<file path="src/rtl/frec_div_pkg.sv">
// Shared types and constants for the multi-channel clock divider.
package frec_div_pkg;

   localparam int unsigned CH_W = 4;

   typedef enum logic {
      MODE_TOGGLE = 1'b0,
      MODE_PULSE  = 1'b1
   } mode_e;

endpackage

</file>
<file path="src/rtl/frec_div_multi_if.sv">
// Configuration bus of the multi-channel divider: write port, error flag, pending flags.
interface frec_div_multi_if #(
   parameter int unsigned NCH   = 4,
   parameter int unsigned WIDTH = 16
);
   import frec_div_pkg::*;

   logic              cfg_wr;
   logic [CH_W-1:0]   cfg_ch;
   logic [WIDTH-1:0]  cfg_div;
   mode_e             cfg_mode;
   logic              cfg_err;
   logic [NCH-1:0]    pending;

   modport master (
      output cfg_wr, cfg_ch, cfg_div, cfg_mode,
      input  cfg_err, pending
   );

   modport slave (
      input  cfg_wr, cfg_ch, cfg_div, cfg_mode,
      output cfg_err, pending
   );

endinterface

</file>
<file path="src/rtl/frec_div_chan.sv">
// One divider channel: counter, shadow/active config, glitch-free apply, registered outputs.
module frec_div_chan
   import frec_div_pkg::*;
#(
   parameter int unsigned WIDTH   = 16,
   parameter int unsigned DEF_DIV = 1
) (
   input  logic             clk,
   input  logic             rst,
   input  logic             en,
   input  logic             wr,
   input  logic [WIDTH-1:0] wr_div,
   input  mode_e            wr_mode,
   output logic             pending,
   output logic             tick,
   output logic             nfrec
);

   typedef struct packed {
      logic [WIDTH-1:0] div;
      mode_e            mode;
   } cfg_t;

   localparam cfg_t DefCfg = '{div: WIDTH'(DEF_DIV), mode: MODE_TOGGLE};

   cfg_t             shadow_q, shadow_d, active_q, active_d;
   logic [WIDTH-1:0] cnt_q, cnt_d;
   logic             tog_q, tog_d;
   logic             pending_q, pending_d;
   logic             tick_q, tick_d;
   logic             nfrec_q, nfrec_d;
   logic             term, apply;

   always_comb begin
      term      = en && (cnt_q == active_q.div);
      // Active config only changes on a period boundary or while idle.
      apply     = term || !en;
      active_d  = apply ? shadow_q : active_q;
      shadow_d  = shadow_q;
      pending_d = apply ? 1'b0 : pending_q;
      if (wr) begin
         shadow_d  = '{div: wr_div, mode: wr_mode};
         pending_d = 1'b1;
      end
      cnt_d = (!en || term) ? '0 : cnt_q + WIDTH'(1);
      tog_d = tog_q;
      if (!en || active_d.mode == MODE_PULSE) begin
         tog_d = 1'b0;
      end else if (term) begin
         tog_d = ~tog_q;
      end
      tick_d  = term;
      nfrec_d = (active_d.mode == MODE_PULSE) ? term : tog_d;
   end

   always_ff @(posedge clk) begin
      if (rst) begin
         shadow_q  <= DefCfg;
         active_q  <= DefCfg;
         cnt_q     <= '0;
         tog_q     <= 1'b0;
         pending_q <= 1'b0;
         tick_q    <= 1'b0;
         nfrec_q   <= 1'b0;
      end else begin
         shadow_q  <= shadow_d;
         active_q  <= active_d;
         cnt_q     <= cnt_d;
         tog_q     <= tog_d;
         pending_q <= pending_d;
         tick_q    <= tick_d;
         nfrec_q   <= nfrec_d;
      end
   end

   assign pending = pending_q;
   assign tick    = tick_q;
   assign nfrec   = nfrec_q;

endmodule

</file>
<file path="src/rtl/frec_div_multi.sv">
// Multi-channel programmable clock divider: config decode, error flag, channel array.
module frec_div_multi
   import frec_div_pkg::*;
#(
   parameter int unsigned NCH     = 4,
   parameter int unsigned WIDTH   = 16,
   parameter int unsigned DEF_DIV = 1
) (
   input  logic              cLocK,
   input  logic              Reset,
   input  logic [NCH-1:0]    en,
   frec_div_multi_if.slave   cfg,
   output logic [NCH-1:0]    tick,
   output logic [NCH-1:0]    NFrec
);

   logic           err_q;
   logic [NCH-1:0] pend;

   always_ff @(posedge cLocK) begin
      if (Reset) begin
         err_q <= 1'b0;
      end else begin
         err_q <= cfg.cfg_wr && (32'(cfg.cfg_ch) >= NCH);
      end
   end

   assign cfg.cfg_err = err_q;
   assign cfg.pending = pend;

   for (genvar i = 0; i < NCH; i++) begin : g_chan
      logic sel;
      assign sel = cfg.cfg_wr && (cfg.cfg_ch == CH_W'(i));

      frec_div_chan #(
         .WIDTH   (WIDTH),
         .DEF_DIV (DEF_DIV)
      ) u_chan (
         .clk     (cLocK),
         .rst     (Reset),
         .en      (en[i]),
         .wr      (sel),
         .wr_div  (cfg.cfg_div),
         .wr_mode (cfg.cfg_mode),
         .pending (pend[i]),
         .tick    (tick[i]),
         .nfrec   (NFrec[i])
      );
   end

endmodule

</file>
<file path="src/flat_wrapper.sv">
// flat-port wrapper written by rule: the top's interface ports become plain ports
module frec_div_multi_flat import frec_div_pkg::*;
#(
   parameter int unsigned NCH     = 4,
   parameter int unsigned WIDTH   = 16,
   parameter int unsigned DEF_DIV = 1
)
  (cLocK, Reset, en, tick, NFrec, cfg_cfg_wr, cfg_cfg_ch, cfg_cfg_div, cfg_cfg_mode, cfg_cfg_err, cfg_pending);
  frec_div_multi_if #(.NCH(NCH), .WIDTH(WIDTH)) cfg_i ();
  input  logic cLocK;
  input  logic Reset;
  input  logic [NCH-1:0] en;
  output logic [NCH-1:0] tick;
  output logic [NCH-1:0] NFrec;
  input wire logic [$bits(cfg_i.cfg_wr)-1:0] cfg_cfg_wr;
  input wire logic [$bits(cfg_i.cfg_ch)-1:0] cfg_cfg_ch;
  input wire logic [$bits(cfg_i.cfg_div)-1:0] cfg_cfg_div;
  input wire logic [$bits(cfg_i.cfg_mode)-1:0] cfg_cfg_mode;
  output wire logic [$bits(cfg_i.cfg_err)-1:0] cfg_cfg_err;
  output wire logic [$bits(cfg_i.pending)-1:0] cfg_pending;
  assign cfg_i.cfg_wr = cfg_cfg_wr;
  assign cfg_i.cfg_ch = cfg_cfg_ch;
  assign cfg_i.cfg_div = cfg_cfg_div;
  assign cfg_i.cfg_mode = cfg_cfg_mode;
  assign cfg_cfg_err = cfg_i.cfg_err;
  assign cfg_pending = cfg_i.pending;
  frec_div_multi #(.NCH(NCH), .WIDTH(WIDTH), .DEF_DIV(DEF_DIV)) u_core (.cLocK(cLocK), .Reset(Reset), .en(en), .cfg(cfg_i), .tick(tick), .NFrec(NFrec));
endmodule
</file>
<file path="config.mk">
export PLATFORM = sky130hd
export DESIGN_NAME = frec_div_multi_flat
export DESIGN_NICKNAME = d
export VERILOG_FILES = /design/src/rtl/frec_div_pkg.sv /design/src/rtl/frec_div_multi_if.sv /design/src/rtl/frec_div_chan.sv /design/src/rtl/frec_div_multi.sv /design/src/flat_wrapper.sv
export SDC_FILE = /design/constraint.sdc
export NUM_CORES = 1
export LEC_CHECK = 0
export CAP_MARGIN = 10
export CORE_MARGIN = 2
export CORE_UTILIZATION = 50
export CTS_CLUSTER_SIZE = 30
export DETAILED_ROUTE_END_ITERATION = 12
export PLACE_DENSITY = 0.68
export SKIP_CTS_REPAIR_TIMING = 1
export SYNTH_ARGS = -nofsm -noshare
export SYNTH_HDL_FRONTEND = slang
export SYNTH_SLANG_ARGS = --single-unit
export TNS_END_PERCENT = 50
</file>
<file path="constraint.sdc">
create_clock -name cLocK -period 6 [get_ports cLocK]
set_clock_uncertainty 0.2 [all_clocks]
set_input_delay 0.9 -clock cLocK [delete_from_list [all_inputs] [get_ports cLocK]]
set_output_delay 0.9 -clock cLocK [all_outputs]
set_load 0.02 [all_outputs]
</file>
==> results_dict.tcl, run 1 <==
set metrics [dict create \
    outcome "finished, final reports clean" \
    wirelength_um 17900 \
    tightest_slew_ns 1.05 \
    postRouteAntennaNets 0 \
    start_kind "flip-flop" \
    track_usage_pct 19.7 \
    dieArea_um2 18800 \
    cts_max_level 1 \
    cts-buffers-inserted 23 \
    setup_tns_ns 0 \
    leakagePower_nw 3.81 \
    synthFlopType "dfxtp_1" \
    syn_avg_cell_area_um2 9.02 \
    area_growth_syn_to_layout_pct 12.1 \
    mostFrequentLayoutCell "dfxtp_1" \
    r2r_start "u_core.g_chan[1].u_chan.cnt_q[5]$_SDFF_PP0_" \
    clock.fmax_mhz 362 \
    diodes 0 \
    drc 0 \
    clk_latency_ns 0.50 \
    place_hpwl_um 11900 \
    worstPathArrival_ns 2.92 \
    grt_max_degree 58 \
    final_hold_viol_count 0 \
    period_share_pct 46.0 \
    wire_per_inst_um 14.6 \
    io_buffers 40 \
    hp-class "flip-flop to flip-flop" \
    cts-root-buf "clkbuf_16" \
    end_kind "flip-flop" \
    netlist_area_um2 8850 \
    ir_drop_uv 197 \
    power_mw 2.94 \
    yosys_warnings 0 \
    synth-async-reset-ratio_pct 0 \
    coreArea_um2 17300 \
    rsz0062_at_grt "no" \
    synth_cell_types 37 \
    internal_power_mw 2.30 \
    io_pins 41 \
    clock-sinks 217 \
    start_util_pct 51.2 \
    row_count 48 \
    seqPwrFrac_pct 50.0 \
    slew_headroom_pct 30.2 \
    cts_tree "done" \
    path_class "flip-flop to flip-flop" \
    p_per_area_nw_per_um2 296 \
    switching_power_uw 645 \
    postSynthCellCount 981 \
    layout_common_cells "dfxtp_1, nand2_1, nor2_1" \
    yosysSeqAreaShare_pct 49.1 \
    dr.pass1.iters 5 \
    min_path_cells 2 \
    swShare_pct 21.9 \
    combPwrFrac_pct 5.3 \
    routed-via-count 6231 \
    ff2ff_path_depth 5 \
    drive_gt1_share_pct 4.60 \
    dieWidth_um 137 \
    setup_viol 0 \
    startpoint "u_core.g_chan[1].u_chan.cnt_q[5]$_SDFF_PP0_" \
    gp_congestion 0.768 \
    grt_pass1_vias 5903 \
    cap_violations 0 \
    min_period_ns 2.76 \
    final_nets 1021 \
    critical_path.max_fanout 20 \
    cts.clk_slew.worst_paths_ns 0.06 \
    finalMaxSlewViolations 0 \
    synth_fp_nets 1013 \
    cp_data_required_time_ns 6.16 \
    cts_buffer_depth 3 \
    die_h_um 137 \
    clkPwrFrac_pct 44.7 \
    grt_remaining_overflow 0 \
    first_iter_violations 419 \
    synth_edf_count 0 \
    hp-start "u_core.g_chan[2].u_chan.shadow_q[9]$_SDFFE_PP0P_" \
    routed_via_density 5.08 \
    synth-seq-cells 217 \
    antenna_found_initial 0 \
    grt_pass1_wl_um 29700 \
]
worst paths after layout:
check	end	slack, ns
worst max-delay path	u_core.g_chan[1].u_chan.active_q[3]$_SDFFE_PP0P_	3.24
worst min-delay path	u_core.g_chan[2].u_chan.shadow_q[9]$_SDFFE_PP0P_	0.25
worst max register to register	u_core.g_chan[1].u_chan.active_q[3]$_SDFFE_PP0P_	3.24
worst min register to register	u_core.g_chan[2].u_chan.shadow_q[9]$_SDFFE_PP0P_	0.25
cell families (layout without fill, tap and decap cells):
kind of cell | Yosys count | count (layout) | synth area share [%]
flops | 217 | 217 | 49.1
fa+ha+maj | 4 | 4 | 0.566
mux | 64 | 64 | 7.24
buf+inv | 76 | 96 | 4.61
compound gates | 88 | 88 | 5.42
xor+xnor | 120 | 120 | 12.0
simple gates | 412 | 412 | 21.1
registers in the layout (all words and copies together), names as in the netlist:
name	cells
u_core.g_chan.u_chan.cnt_q	64
u_core.g_chan.u_chan.active_q	68
u_core.cfg.cfg_err	1
u_core.g_chan.u_chan.shadow_q	68
u_core.g_chan.u_chan.pending	4
u_core.g_chan.u_chan.tog_q	4
u_core.g_chan.u_chan.nfrec	4
u_core.g_chan.u_chan.tick	4
cell type report:
| type | instances | area (um^2) |
|---|---|---|
| flip-flops and latches | 217 | 4340 |
| clock inverters | 3 | 21.3 |
| repair buffers | 44 | 428 |
| clock buffers | 34 | 677 |
| inverters | 15 | 56.3 |
| multi-input cells | 688 | 4110 |
| well taps | 225 | 282 |
| fillers | 1580 | 7380 |
metal layers:
metal	wire, um	share of wire, %	GRT usage [%]	up-vias
met3	905	5.1	3.33	14
met2	7940	44	30.8	103
met1	8890	50	28.7	2874
li1	-	-	-	3240
met4	159	0.89	3.78	0
met5	0	0	0	-
power by group through the flow:
stage / logic, mW / registers [mW] / clock network [mW]
finish: 0.157 / 1.47 / 1.31
global route: 0.171 / 1.47 / 1.40
CTS: 0.157 / 1.47 / 1.34
detailed placement: 0.157 / 1.50 / 0
global placement: 0.156 / 1.50 / 0
floorplan: 0.112 / 1.50 / 0
synth_stat cells (all sizes together), types with 7 or more instances:
cell type	number	area share, %
nand2b	10	0.71
buf	36	2.9
nand3	23	1.3
a21oi	76	4.3
nor4	9	0.64
dfxtp	217	49
mux2i	64	7.2
nor3	11	0.74
nor2	142	6.0
clkbuf	25	1.1
xor2	71	7.0
xnor2	49	4.9
inv	15	0.64
and4	9	0.89
nand3b	8	0.68
nand4	21	1.5
and3	7	0.49
nand2	155	6.6
worst max-delay path: stages, from the launching register on:
cell     delay (ns)
dfxtp_1        0.47
xor2_1         0.10
nor4_1         0.55
a41o_1         0.98
mux2i_1        0.28
nor2_1         0.05
per-stage QoR:
step	util [%]	cells	area, um^2	setup WS (ns)	hold WS (ns)
floorplan	-	981	8850	3.50	0.229
global placement	53.3	1189	9220	2.79	0.241
detailed placement	53.3	1189	9220	2.76	0.250
CTS	57.3	1226	9920	3.26	0.258
global route	57.3	1226	9920	3.02	0.277
finish	57.3	1226	9920	3.24	0.254
(Power assumes the default switching activity.)
==> run 2, diff against run 1 <==
- PLACE_DENSITY: 0.68 -> 0.71
- clock period: 6 -> 2.29 ns (I/O delays scaled with it)
==> results_dict.tcl, run 2 (synthesized netlist as in run 1, its figures left out) <==
set metrics [dict create \
    gp_congestion 0.792 \
    cp_data_required_time_ns 2.52 \
    place_hpwl_um 12300 \
    end_kind "flip-flop" \
    mostFrequentLayoutCell "dfxtp_1" \
    drive_gt1_share_pct 7.09 \
    final_hold_viol_count 0 \
    cts_max_level 1 \
    io_pins 41 \
    clkPwrFrac_pct 44.4 \
    hp-start "Reset" \
    wirelength_um 18200 \
    grt_remaining_overflow 0 \
    path_cells "xor2_1, nor4_1, nand4_1, or3_1, a21oi_1" \
    outcome "finished, final reports clean" \
    ff2ff_path_depth 5 \
    postRouteAntennaNets 0 \
    reg_top3 "u_core.g_chan.u_chan.active_q: 68 flops, u_core.g_chan.u_chan.shadow_q: 68 flops, u_core.g_chan.u_chan.cnt_q: 64 flops" \
    cap_violations 0 \
    switching_power_mw 1.72 \
    cts_buffer_depth 3 \
    cts.clk_slew.worst_paths_ns 0.06 \
    first_iter_violations 400 \
    p_per_area_nw_per_um2 759 \
    io_buffers 40 \
    dieArea_um2 18800 \
    cts_tree "done" \
    period_share_pct 92.0 \
    combPwrFrac_pct 5.9 \
    setup_viol 0 \
    grt_pass1_vias 6147 \
    internal_power_mw 6.02 \
    slew_headroom_pct 63.0 \
    worstReg2RegEnd "u_core.g_chan[3].u_chan.tog_q$_SDFF_PP0_" \
    fill_cells 1527 \
    coreArea_um2 17300 \
    routed-via-count 6459 \
    ir_drop_uv 636 \
    min_period_ns 2.11 \
    final_nets 1047 \
    grt_max_degree 80 \
    antenna_found_initial 0 \
    r2r_start "u_core.g_chan[3].u_chan.cnt_q[7]$_SDFF_PP0_" \
    critical_path.slowest_cell "nor4_1" \
    start_util_pct 51.2 \
    min_path_cells 2 \
    rsz0062_at_grt "no" \
    critical_path.max_fanout 5 \
    cts-root-buf "clkbuf_16" \
    drc 0 \
    clock.fmax_mhz 475 \
    die_h_um 137 \
    layout_common_cells "dfxtp_1, nand2_1, nor2_1" \
    clock-sinks 217 \
    diodes 0 \
    tightest_slew_ns 0.550 \
    clk_latency_ns 0.49 \
    fin_util_pct 59.0 \
    start_kind "flip-flop" \
    area_growth_syn_to_layout_pct 15.4 \
    holdPathEnd "u_core.g_chan[0].u_chan.active_q[4]$_SDFFE_PP0P_" \
    track_usage_pct 20.0 \
    worstPathArrival_ns 2.34 \
    swShare_pct 22.3 \
    routed_via_density 5.15 \
    row_count 48 \
    r2r_slack_ns 0.18 \
    dr.pass1.iters 4 \
    pre_cts_slack_ns -0.0434 \
    wire_per_inst_um 14.5 \
    path_class "flip-flop to flip-flop" \
    finalMaxSlewViolations 0 \
    seqPwrFrac_pct 49.7 \
    grt_pass1_wl_um 30500 \
    dieWidth_um 137 \
    hp-class "input port to flip-flop" \
    layout_setup_ws_ns 0.183 \
    cts-buffers-inserted 23 \
    cpPeakStageDelay_ns 0.53 \
    leakagePower_nw 3.97 \
]
==> run 2: cell count changes in the layout (fill, tap and decap cells not counted), sizes merged <==
cell,change
clkinv,+2
inv,-1
clkinvlp,+1
buf,+26
==> run 2: area by class of cell <==
| cell class | count | area, um^2 | share of cell area [%] |
|---|---|---|---|
| clock buffers | 34 | 667 | 6.53 |
| clock inverters | 5 | 27.5 | 0.270 |
| inverters | 15 | 56.3 | 0.551 |
| multi-input cells | 688 | 4110 | 40.3 |
| flip-flops and latches | 217 | 4340 | 42.5 |
| well taps | 225 | 282 | 2.76 |
| repair buffers | 70 | 723 | 7.08 |
==> run 2: metal layers <==
layer | GRT usage, % | up-vias | share of wire [%]
li1 | - | 3300 | -
met1 | 28.3 | 3034 | 48
met2 | 32.5 | 105 | 47
met3 | 3.07 | 20 | 4.5
met4 | 4.01 | 0 | 1.3
met5 | 0 | - | 0
==> run 2: power groups by stage <==
stage | clock network (mW) | registers (mW) | logic, mW
after floorplan | 0 | 3.92 | 0.292
after global placement | 0 | 3.93 | 0.453
after detailed placement | 0 | 3.93 | 0.456
after CTS | 3.52 | 3.85 | 0.458
after global routing | 3.68 | 3.85 | 0.494
final | 3.44 | 3.85 | 0.456
==> run 2: worst max-delay path, delay by kind of cell, from the launching register on <==
family           cells  cell delay [ns]
AO/OA/AOI/OAI        1             0.12
XOR/XNOR             1             0.15
flip-flops           1             0.35
AND/OR/NAND/NOR      3             1.22
==> run 2: how the worst max path moves through the flow <==
stage          slack, ns                                                end                                        start  cells past startpoint
2_1_floorplan       0.35   u_core.g_chan[1].u_chan.shadow_q[1]$_SDFFE_PP1P_                                cfg_cfg_ch[3]                      7
3_3_place_gp       -0.01  u_core.g_chan[1].u_chan.shadow_q[12]$_SDFFE_PP0P_                                   cfg_cfg_wr                      6
3_5_place_dp       -0.04   u_core.g_chan[1].u_chan.shadow_q[1]$_SDFFE_PP1P_                                   cfg_cfg_wr                      6
4_1_cts             0.20  u_core.g_chan[2].u_chan.active_q[12]$_SDFFE_PP0P_  u_core.g_chan[2].u_chan.cnt_q[9]$_SDFF_PP0_                      6
5_1_grt             0.02           u_core.g_chan[3].u_chan.tog_q$_SDFF_PP0_  u_core.g_chan[3].u_chan.cnt_q[7]$_SDFF_PP0_                      5
6_report            0.18           u_core.g_chan[3].u_chan.tog_q$_SDFF_PP0_  u_core.g_chan[3].u_chan.cnt_q[7]$_SDFF_PP0_                      5
==> run 2: stage by stage <==
stage	setup TNS, ns	hold slack (ns)	power, mW	std cells	cell area (um^2)
after floorplan	0	0.229	4.22	981	8850
after global placement	-0.148	0.242	4.39	1215	9520
after detailed placement	-0.449	0.243	4.39	1215	9520
after CTS	0	0.00832	7.83	1254	10200
after global routing	0	0.0258	8.02	1254	10200
final	0	0.0174	7.74	1254	10200
==> run 3, diff against run 2 <==
- CAP_MARGIN: 10 -> 20
- CELL_PAD_IN_SITES_DETAIL_PLACEMENT: not set -> 1
- CELL_PAD_IN_SITES_GLOBAL_PLACEMENT: not set -> 1
- CORE_UTILIZATION: 50 -> 42
- PLACE_DENSITY: 0.71 -> not set
- PLACE_DENSITY_LB_ADDON: not set -> 0.1
==> results_dict.tcl, run 3 (synthesized netlist as in run 1, its figures left out) <==
set metrics [dict create \
    outcome "finished, final reports clean" \
    setup_viol 0 \
    p_per_area_nw_per_um2 785 \
    period_share_pct 90.9 \
    row_count 53 \
    first_iter_violations 257 \
    routed-via-count 6550 \
    end_kind "flip-flop" \
    crit_buf_inv 1 \
    cts-root-buf "clkbuf_16" \
    slew_headroom_pct 66.3 \
    dr.pass1.iters 4 \
    cts_tree "done" \
    io_pins 41 \
    wirelength_um 21100 \
    rsz0062_at_grt "no" \
    start_util_pct 42.5 \
    area_growth_syn_to_layout_pct 18.4 \
    ir_drop_uv 475 \
    place_hpwl_um 14500 \
    io_buffers 40 \
    gp_congestion 0.752 \
    routed_via_density 4.98 \
    final_hold_viol_count 0 \
    dieArea_um2 22200 \
    place_area_um2 9670 \
    fin_area_um2 10500 \
    worstReg2RegEnd "u_core.g_chan[0].u_chan.active_q[8]$_SDFFE_PP0P_" \
    mostFrequentLayoutCell "dfxtp_1" \
    path_cells "xnor2_1, nand4_1, o41ai_2, buf_12, mux2i_1, nor2_1" \
    tightest_slew_ns 0.504 \
    diodes 0 \
    cts.clk_slew.worst_paths_ns 0.06 \
    holdPathEnd "u_core.g_chan[1].u_chan.active_q[12]$_SDFFE_PP0P_" \
    track_usage_pct 19.6 \
    grt_pass1_vias 6665 \
    min_path_cells 2 \
    ff2ff_path_depth 6 \
    wire_per_inst_um 16.1 \
    clk_latency_ns 0.51 \
    worstPathArrival_ns 2.27 \
    grt_pass1_wl_um 35100 \
    leakagePower_nw 4.09 \
    layout_common_cells "dfxtp_1, nand2_1, nor2_1" \
    final_nets 1058 \
    cp_data_required_time_ns 2.48 \
    hp-class "input port to flip-flop" \
    min_period_ns 2.08 \
    cp_top_family "compound AO/OA/AOI/OAI gates" \
    clock.fmax_mhz 480 \
    die_h_um 149 \
    cap_violations 0 \
    setup_tns_ns 0 \
    cts_buffer_depth 3 \
    dieWidth_um 149 \
    critical_path.max_fanout 16 \
    grt_max_degree 66 \
    cts_max_level 1 \
    r2r_start "u_core.g_chan[0].u_chan.cnt_q[9]$_SDFF_PP0_" \
    finalMaxSlewViolations 0 \
    grt_remaining_overflow 0 \
    cts-buffers-inserted 24 \
    hp-start "Reset" \
    drc 0 \
    r2r_slack_ns 0.21 \
    reg_top3 "u_core.g_chan.u_chan.active_q: 68 flops, u_core.g_chan.u_chan.shadow_q: 68 flops, u_core.g_chan.u_chan.cnt_q: 64 flops" \
    fill_cells 2391 \
    path_class "flip-flop to flip-flop" \
    clock-sinks 217 \
    drive_gt1_share_pct 8.56 \
    postRouteAntennaNets 0 \
    antenna_found_initial 0 \
    critical_path.slowest_cell "o41ai_2" \
    start_kind "flip-flop" \
    cpPeakStageDelay_ns 0.54 \
    coreArea_um2 20800 \
]
run 3: worst max-delay path by stage:
stage | from | to | slack, ns | depth (start not counted)
6_report | u_core.g_chan[0].u_chan.cnt_q[9]$_SDFF_PP0_ | u_core.g_chan[0].u_chan.active_q[8]$_SDFFE_PP0P_ | 0.21 | 6
5_1_grt | u_core.g_chan[1].u_chan.active_q[10]$_SDFFE_PP0P_ | u_core.g_chan[1].u_chan.tog_q$_SDFF_PP0_ | 0.03 | 5
4_1_cts | u_core.g_chan[3].u_chan.cnt_q[6]$_SDFF_PP0_ | u_core.g_chan[3].u_chan.active_q[6]$_SDFFE_PP0P_ | 0.15 | 6
3_5_place_dp | cfg_cfg_wr | u_core.g_chan[1].u_chan.shadow_q[14]$_SDFFE_PP0P_ | -0.06 | 6
3_3_place_gp | cfg_cfg_wr | u_core.g_chan[1].u_chan.shadow_q[0]$_SDFFE_PP0P_ | -0.04 | 6
2_1_floorplan | cfg_cfg_ch[3] | u_core.g_chan[1].u_chan.shadow_q[1]$_SDFFE_PP1P_ | 0.35 | 7
run 3: metrics by stage:
stage | hold WS [ns] | total power, mW | util [%] | instances | worst slack [ns]
finish | 0.0147 | 8.23 | 50.3 | 1315 | 0.209
global route | 0.0144 | 8.55 | 50.3 | 1315 | 0.0264
CTS | 0.00769 | 8.35 | 50.3 | 1315 | 0.147
detailed placement | 0.249 | 4.42 | 46.4 | 1275 | -0.0609
global placement | 0.244 | 4.42 | 46.4 | 1275 | -0.0393
floorplan | 0.229 | 4.22 | - | 981 | 0.349
run 3: area by class of cell:
| cell class | instances | area, um^2 | area share, % |
|---|---|---|---|
| clock buffer | 34 | 719 | 6.87 |
| inverter | 15 | 56.3 | 0.537 |
| sequential | 217 | 4340 | 41.5 |
| clock inverter | 6 | 80.1 | 0.764 |
| timing repair buffer | 80 | 811 | 7.74 |
| tap | 275 | 344 | 3.28 |
| multi-input combinational | 688 | 4120 | 39.3 |
run 3: power breakdown:
group | total, mW | internal (mW) | switching, mW | leakage [nW]
Clock | 3.89 | 2.39 | 1.50 | 0.399
Combinational | 0.486 | 0.214 | 0.272 | 1.94
Sequential | 3.85 | 3.82 | 0.0307 | 1.75
run 3: per-layer routing:
metal	GRT usage, %	wire length, um	vias to the layer above
met5	0	0	-
met4	4.19	271	0
met3	2.97	652	20
met2	32.7	9870	80
met1	27.1	10300	3132
li1	-	-	3318
